File: src/rtl/apu_pkg.sv
// Shared APU definitions: frame sequencer step positions and sequencer mode type.
package apu_pkg;

  // Cycle-counter values (CPU cycles since sequence start) at which step events fire.
  localparam int unsigned FS_STEP1   = 7456;
  localparam int unsigned FS_STEP2   = 14912;
  localparam int unsigned FS_STEP3   = 22370;
  localparam int unsigned FS_STEP4   = 29829;
  localparam int unsigned FS_STEP5   = 37280;
  localparam int unsigned FS_WRAP5   = 37281;
  localparam int unsigned FS_IRQ_PRE = 29828;

  typedef enum logic {
    FS_MODE4 = 1'b0,
    FS_MODE5 = 1'b1
  } fs_mode_e;

endpackage

File: src/rtl/apu_frame_irq.sv
// Frame IRQ flag register with fixed set/clear priority.
// Ports:
//   clk     system clock
//   rst_n   synchronous active-low reset
//   clr_wr  clear from a $4017 write with inhibit=1 (highest priority)
//   set     step-driven set request (already qualified by inhibit)
//   clr_rd  clear from a $4015 status read (lowest priority)
//   irq     registered flag
module apu_frame_irq (
  input  logic clk,
  input  logic rst_n,
  input  logic clr_wr,
  input  logic set,
  input  logic clr_rd,
  output logic irq
);

  logic irq_d, irq_q;

  // A set coincident with a status read wins, so the read cannot lose the event.
  always_comb begin
    irq_d = irq_q;
    if (clr_wr) begin
      irq_d = 1'b0;
    end else if (set) begin
      irq_d = 1'b1;
    end else if (clr_rd) begin
      irq_d = 1'b0;
    end
  end

  always_ff @(posedge clk) begin
    if (!rst_n) begin
      irq_q <= 1'b0;
    end else begin
      irq_q <= irq_d;
    end
  end

  assign irq = irq_q;

endmodule

File: src/rtl/apu_frame_sequencer.sv
// PAPU frame sequencer: counts CPU-cycle strobes and emits one-clock quarter/half
// frame ticks in 4-step or 5-step mode, and owns the frame IRQ flag.
// Optional feature macro: FRAME_IRQ_EN (IRQ flag, inhibit bit, $4015 read clear).
// Without it frame_irq is tied low and wr_data[6]/status_rd are ignored.
// Ports:
//   clk            system clock
//   rst_n          synchronous active-low reset
//   cpu_ce         one-clk strobe per CPU cycle
//   wr_en          $4017 write strobe
//   wr_data        write data; bit7 = 5-step mode, bit6 = IRQ inhibit
//   status_rd      $4015 read strobe (clears the IRQ flag)
//   quarter_frame  one-clk envelope / linear-counter tick
//   half_frame     one-clk length-counter / sweep tick
//   frame_irq      frame IRQ flag level
//   mode           current sequencer mode (1 = 5-step)
module apu_frame_sequencer
  import apu_pkg::*;
#(
  parameter int unsigned RESET_DELAY = 3,
  parameter int unsigned CNT_W       = 16
) (
  input  logic       clk,
  input  logic       rst_n,
  input  logic       cpu_ce,
  input  logic       wr_en,
  input  logic [7:0] wr_data,
  input  logic       status_rd,
  output logic       quarter_frame,
  output logic       half_frame,
  output logic       frame_irq,
  output logic       mode
);

  logic [CNT_W-1:0] cnt_q, cnt_d;
  fs_mode_e         mode_q, mode_d;
  logic             pend_q, pend_d;
  logic [2:0]       dly_q, dly_d;
  logic             qf_q, qf_d;
  logic             hf_q, hf_d;
  logic             irq_step;
  logic [31:0]      c;

  assign c = 32'(cnt_q);

  always_comb begin
    cnt_d    = cnt_q;
    mode_d   = mode_q;
    pend_d   = pend_q;
    dly_d    = dly_q;
    qf_d     = 1'b0;
    hf_d     = 1'b0;
    irq_step = 1'b0;

    if (cpu_ce) begin
      // A strobe that coincides with a write does not count toward the delay.
      if (pend_q && !wr_en && dly_q == 3'd1) begin
        // Deferred counter reset; replaces any step event on this strobe.
        cnt_d  = '0;
        pend_d = 1'b0;
        dly_d  = '0;
        qf_d   = (mode_q == FS_MODE5);
        hf_d   = (mode_q == FS_MODE5);
      end else begin
        if (pend_q && !wr_en) begin
          dly_d = dly_q - 3'd1;
        end
        cnt_d = cnt_q + CNT_W'(1);
        if (c == FS_STEP1 || c == FS_STEP3) begin
          qf_d = 1'b1;
        end
        if (c == FS_STEP2) begin
          qf_d = 1'b1;
          hf_d = 1'b1;
        end
        if (mode_q == FS_MODE4) begin
          if (c == FS_IRQ_PRE) begin
            irq_step = 1'b1;
          end
          if (c == FS_STEP4) begin
            qf_d     = 1'b1;
            hf_d     = 1'b1;
            irq_step = 1'b1;
            cnt_d    = '0;
          end
        end else begin
          if (c == FS_STEP5) begin
            qf_d = 1'b1;
            hf_d = 1'b1;
          end
          if (c == FS_WRAP5) begin
            cnt_d = '0;
          end
        end
      end
    end

    // A write (re)arms the deferred reset; repeated writes restart the delay.
    if (wr_en) begin
      mode_d = fs_mode_e'(wr_data[7]);
      pend_d = 1'b1;
      dly_d  = 3'(RESET_DELAY);
    end
  end

  always_ff @(posedge clk) begin
    if (!rst_n) begin
      cnt_q  <= '0;
      mode_q <= FS_MODE4;
      pend_q <= 1'b0;
      dly_q  <= '0;
      qf_q   <= 1'b0;
      hf_q   <= 1'b0;
    end else begin
      cnt_q  <= cnt_d;
      mode_q <= mode_d;
      pend_q <= pend_d;
      dly_q  <= dly_d;
      qf_q   <= qf_d;
      hf_q   <= hf_d;
    end
  end

  assign quarter_frame = qf_q;
  assign half_frame    = hf_q;
  assign mode          = (mode_q == FS_MODE5);

`ifdef FRAME_IRQ_EN
  logic inhibit_q, inhibit_d;

  assign inhibit_d = wr_en ? wr_data[6] : inhibit_q;

  always_ff @(posedge clk) begin
    if (!rst_n) begin
      inhibit_q <= 1'b0;
    end else begin
      inhibit_q <= inhibit_d;
    end
  end

  apu_frame_irq u_frame_irq (
    .clk    (clk),
    .rst_n  (rst_n),
    .clr_wr (wr_en & wr_data[6]),
    .set    (irq_step & ~inhibit_q),
    .clr_rd (status_rd),
    .irq    (frame_irq)
  );

  logic unused_wr;
  assign unused_wr = ^wr_data[5:0];
`else
  assign frame_irq = 1'b0;

  logic unused_wr;
  assign unused_wr = ^{irq_step, status_rd, wr_data[6:0]};
`endif

endmodule

File: config.mk
export PLATFORM = sky130hd
export DESIGN_NAME = apu_frame_sequencer
export DESIGN_NICKNAME = d
export VERILOG_FILES = /design/src/rtl/apu_pkg.sv /design/src/rtl/apu_frame_irq.sv /design/src/rtl/apu_frame_sequencer.sv
export SDC_FILE = /design/constraint.sdc
export NUM_CORES = 1
export LEC_CHECK = 0
export BUFFER_PORTS_ARGS = -buffer_cell sky130_fd_sc_hd__buf_2
export CAP_MARGIN = 10
export CORE_MARGIN = 3
export CORE_UTILIZATION = 51
export DETAILED_ROUTE_END_ITERATION = 12
export PLACE_DENSITY = 0.7
export SLEW_MARGIN = 20
export SYNTH_ARGS = -nofsm -noshare
export SYNTH_HDL_FRONTEND = slang
export SYNTH_SLANG_ARGS = --single-unit
File: constraint.sdc
create_clock -name clk -period 4.4 [get_ports clk]
set_input_delay 0.66 -clock clk [delete_from_list [all_inputs] [get_ports clk]]
set_output_delay 0.66 -clock clk [all_outputs]
set_load 0.005 [all_outputs]
==> After elaboration in Yosys (flattened, before gate mapping) <==
Index checks and enable logic that the tools add are counted.
{ "op_classes": {"n_mux": 22, "n_eq_ne": 7, "reduce_logical": 13, "n_bitwise": 1, "add_sub_neg": 2} }
{ "op_table": {"columns": ["operator", "n"], "rows": [
  ["two-way mux 16 bit", 4],
  ["== test 16 x 15 -> 1 bit (second input constant)", 2],
  ["== test 16 bit (second input constant)", 2],
  ["adder 16 x 1 -> 16 bit (second input constant)", 1],
  ["== test 16 x 13 -> 1 bit (second input constant)", 1],
  ["== test 16 x 14 -> 1 bit (second input constant)", 1],
  ["two-way mux 1 bit", 14],
  ["AND reduction 2 bit", 4],
  ["two-way mux 3 bit", 2],
  ["nonzero test 2 bit", 3],
  ["two-way mux 2 bit", 2],
  ["== test 3 x 1 -> 1 bit (second input constant)", 1],
  ["nonzero test 3 bit", 1],
  ["subtractor 3 x 1 -> 3 bit (second input constant)", 1],
  ["logical AND 1 bit", 2],
  ["OR reduction 2 bit", 1],
  ["logical NOT 1 bit", 1],
  ["logical OR 1 bit", 1],
  ["inverter 1 bit", 1]
]} }
{ "totals": {"out_inout_bits": 4, "input_bits": 13, "elab_cells": 52, "register_bits": 23} }

==> Longest topological paths before layout <==
{ "logic_depth": {"word_depth": 7, "depth_mapped": 8, "depth_no_buf": 7} }

==> Worst setup path before layout <==
Ideal clock, no wire load.
{ "synth_timing": {"path_kind": "input to register", "startpoint": "input port cpu_ce", "endpoint": "register cnt_q[9]", "setup_ps": 123, "cell_stages": 5, "setup_slack_ps": 2633, "arrival_time_ps": 1644, "path_cell_list": "clkbuf_1 nand4_1 nor4_1 xnor2_1 nor2_1"} }
{ "synth_rtl": {"columns": ["element", "line_no", "source"], "rows": [
  ["start, declared", "apu_frame_sequencer.sv:24", "input logic cpu_ce,"],
  ["end signal, assigned", "apu_frame_sequencer.sv:114", "cnt_q <= cnt_d;"],
  ["end, declared", "apu_frame_sequencer.sv:34", "logic [CNT_W-1:0] cnt_q, cnt_d;"]
]} }

==> Worst setup path in the final report <==
{ "layout_timing": {"startpoint": "register dly_q[1]", "endpoint": "register cnt_q[8]"} }
{ "layout_between": {"elab_chain_cells": 3} }
{ "layout_rtl": {"columns": ["element", "line_no", "source"], "rows": [
  ["start, declared", "apu_frame_sequencer.sv:37", "logic [2:0] dly_q, dly_d;"],
  ["start signal, assigned", "apu_frame_sequencer.sv:117", "dly_q <= dly_d;"],
  ["== test 3 x 1 -> 1 bit", "apu_frame_sequencer.sv:56", "if (pend_q && !wr_en && dly_q == 3'd1) begin"],
  ["logical AND 1 bit", "apu_frame_sequencer.sv:56", null],
  ["two-way mux 16 bit", "apu_frame_sequencer.sv:56", null]
]} }
Every way passes these cells.
A chain may end at the register's enable or synchronous reset.

==> flow_summary.yaml <==
floorplanning:
  fp-row-count: 18
  start_util_pct: 54.4
  die_w_um: 57.6
  io_pins: 17
  die-area_um2: 3320
  core-area_um2: 2500
  die_h_um: 57.6
logic_synthesis:
  synth_top_family_by_area: "simple AND/OR/NAND/NOR gates"
  syn-num-nets: 186
  synth-xor-area-share_pct: 6.44
  ys_warn_count: 0
  ys_async_sr_fraction_pct: 0
  synth.avg_cell_area_um2: 8.14
  synth_cell_type_count: 38
  synth-main-ff-cell: "dfxtp_1"
  yosys.area_share.simple_pct: 39.5
  synth_compound_area_share_pct: 9.29
  synth_mux_area_share_pct: 0.736
  synth_fa_ha_area_share_pct: 5.52
  yosysSeqAreaShare_pct: 33.9
  synthCells: 167
  syn-cell-area_um2: 1360
  synth_enable_flop_cells: 0
  synth_seq_cells: 23
critical_path:
  cp-end-kind: "flop"
  max_stage_delay_ns: 0.76
  arrival_ns: 2.52
  path_cells: "inv_1 > ha_1 > nand4bb_1 > o41ai_2 > a21oi_1 > a21oi_4 > nor3_1"
  crit_required_ns: 4.64
  worstPathMaxFanout: 11
  start_kind: "flop"
  worstSetupPathType: "flop to flop"
  cp_slowest_cell: "a21oi_1"
  rr_worst_depth: 7
power_and_ir_drop:
  ir_drop_mv: 0.141
  p_leak_nw: 0.473
  p_per_area_nw_per_um2: 244
cells_and_area:
  fillers: 239
  syn2layout_area_growth_pct: 4.60
  nNetsFinal: 191
  final_cell_area_um2: 1420
  n_antenna_cell: 0
  fin_util_pct: 56.9
  drive_above_1_share_pct: 8.77
grt:
  grt_usage_pct: 18.7
  grt_max_degree: 19
  globalRouteOverflowTotal: 0
  grt_antenna_before_repair: 0
  first_global_vias: 1066
  grt_pass1_wl_um: 4930
clock_network:
  post_cts.repair.setup_buffers: 0
  root_buffer: "clkbuf_4"
  numCtsBuffers: 3
  ctsResizeCount: 0
  cts_tree: "done"
  clk_latency_ns: 0.31
  path_clk_slew_ns: 0.13
  ctsHoldBuffers: 0
  cts.sinks: 23
  htreeDepth: 1
  cts.path.max_buffers: 2
place:
  place_ws_ns: 1.93
  io_buffers: 7
  dp_hpwl_um: 2140
  postPlaceCellArea_um2: 1400
  routabilityCongestion: 0.922
timing:
  finalHoldViolations: 0
  worst_pin_slew_ns: 0.973
  setup_viol_count_final: 0
  max_clock_freq_ghz: 0.440
  skew_ns: 0.00383
  report.final.slew_viol_count: 0
  rsz0062_at_grt: "no"
  setup_ws_ns: 2.13
  slew_headroom_pct: 35.2
  fin_crit_sh_pct: 51.7
  fin_crit_ns: 2.27
  finalSetupTns_ns: 0
worst_hold_path:
  hold_path_depth: 2
  hold_path_class: "flop to flop"
status:
  status: "complete, no violations"
drt:
  drt_iter0_drc: 79
  num_vias: 1185
  routedWlPerCell_um: 14.2
  vias_per_cell: 5.90
  ant_nets: 0
  dr.pass1.iters: 4
  wirelength_um: 2860
  route.detailed.drc: 0
run:
  cap_violations: 0
[Yosys cell counts (2+ instances only)]
master	count	share of area [%]
a21oi_1	6	2.2
a31oi_1	2	0.92
and3_1	2	0.92
buf_2	3	1.1
buf_4	2	1.1
clkbuf_1	2	0.55
dfxtp_1	23	34
ha_1	6	5.5
inv_1	5	1.4
nand2_1	17	4.7
nand2b_1	4	1.8
nand3_1	9	3.3
nand3b_1	4	2.2
nand4_1	4	1.8
nand4b_1	3	1.9
nand4bb_1	5	4.1
nor2_1	27	7.5
nor2b_1	2	0.92
nor3_1	8	2.9
nor4_1	4	1.8
o211ai_1	2	1.1
or4b_1	3	2.2
xnor2_1	8	5.2
xor2_1	2	1.3
[logic make-up after synthesis]
logic type / Yosys count
and+or+nand+nor: 97
DFF: 23
AOI/OAI and AO/OA: 16
buffers and inverters: 13
xor gates and xnor gates: 10
adders and majority gates: 6
other: 1
muxes: 1
[final timing paths]
path | slack [ns] | startpoint | end
setup reg to reg | 2.13 | dly_q[1] | cnt_q[8]
hold reg to reg | 0.54 | dly_q[1] | dly_q[1]
setup / recovery | 2.13 | dly_q[1] | cnt_q[8]
hold / removal | 0.54 | dly_q[1] | dly_q[1]
[power by group]
part           internal, W  switching [W]
Clock            0.0000340      0.0000635
Sequential        0.000213     0.00000544
Combinational    0.0000119      0.0000190
[stage by stage]
step           instances  total power, W  hold WS, ns
2_1_floorplan        167        0.000244        0.457
3_3_place_gp         197        0.000252        0.479
3_5_place_dp         197        0.000254        0.515
4_1_cts              201        0.000349        0.546
5_1_grt              201        0.000366        0.584
6_report             201        0.000347        0.538
[critical path, delay by kind of cell, from the launching register on]
kind                     cells  cell delay, ns
adder cells (fa/ha/maj)      1            0.20
flip-flops                   1            0.36
AND/OR/NAND/NOR              2            0.47
buffers and inverters        1            0.06
AO/OA/AOI/OAI                3            1.11
[per-layer routing]
layer	part of all wire [%]	vias up	GRT usage [%]
li1	-	596	-
met5	0	-	0
met3	5.6	5	2.90
met1	50	538	27.6
met4	1.4	0	6.62
met2	43	46	27.6
[state kept, by name, indices dropped and copies added (netlist names)]
signal	flops
mode	1
half_frame	1
quarter_frame	1
dly_q	3
pend_q	1
cnt_q	16
[layout by cell type, fill, tap and decap left out, types with 3 or more instances in the layout]
cell type  count
nor3_1         8
nor2_1        27
or4b_1         3
clkbuf_4       3
nand4_1        4
xnor2_1        8
nor4_1         4
nand4bb_1      5
nand4b_1       3
ha_1           6
inv_1          5
buf_2          7
nand3_1        9
nand2_1       17
a21oi_1        6
nand3b_1       4
dfxtp_1       23
nand2b_1       4
[cell type report]
| type | instances | area [µm²] | area share [%] |
|---|---|---|---|
| Timing Repair Buffer | 7 | 35.0 | 2.46 |
| Inverter | 6 | 22.5 | 1.58 |
| Sequential cell | 23 | 460 | 32.4 |
| Multi-Input combinational cell | 131 | 840 | 59.0 |
| Clock buffer | 3 | 22.5 | 1.58 |
| Clock inverter | 1 | 5.00 | 0.352 |
| Tap cell | 30 | 37.5 | 2.64 |
(Power assumes the default switching activity.)
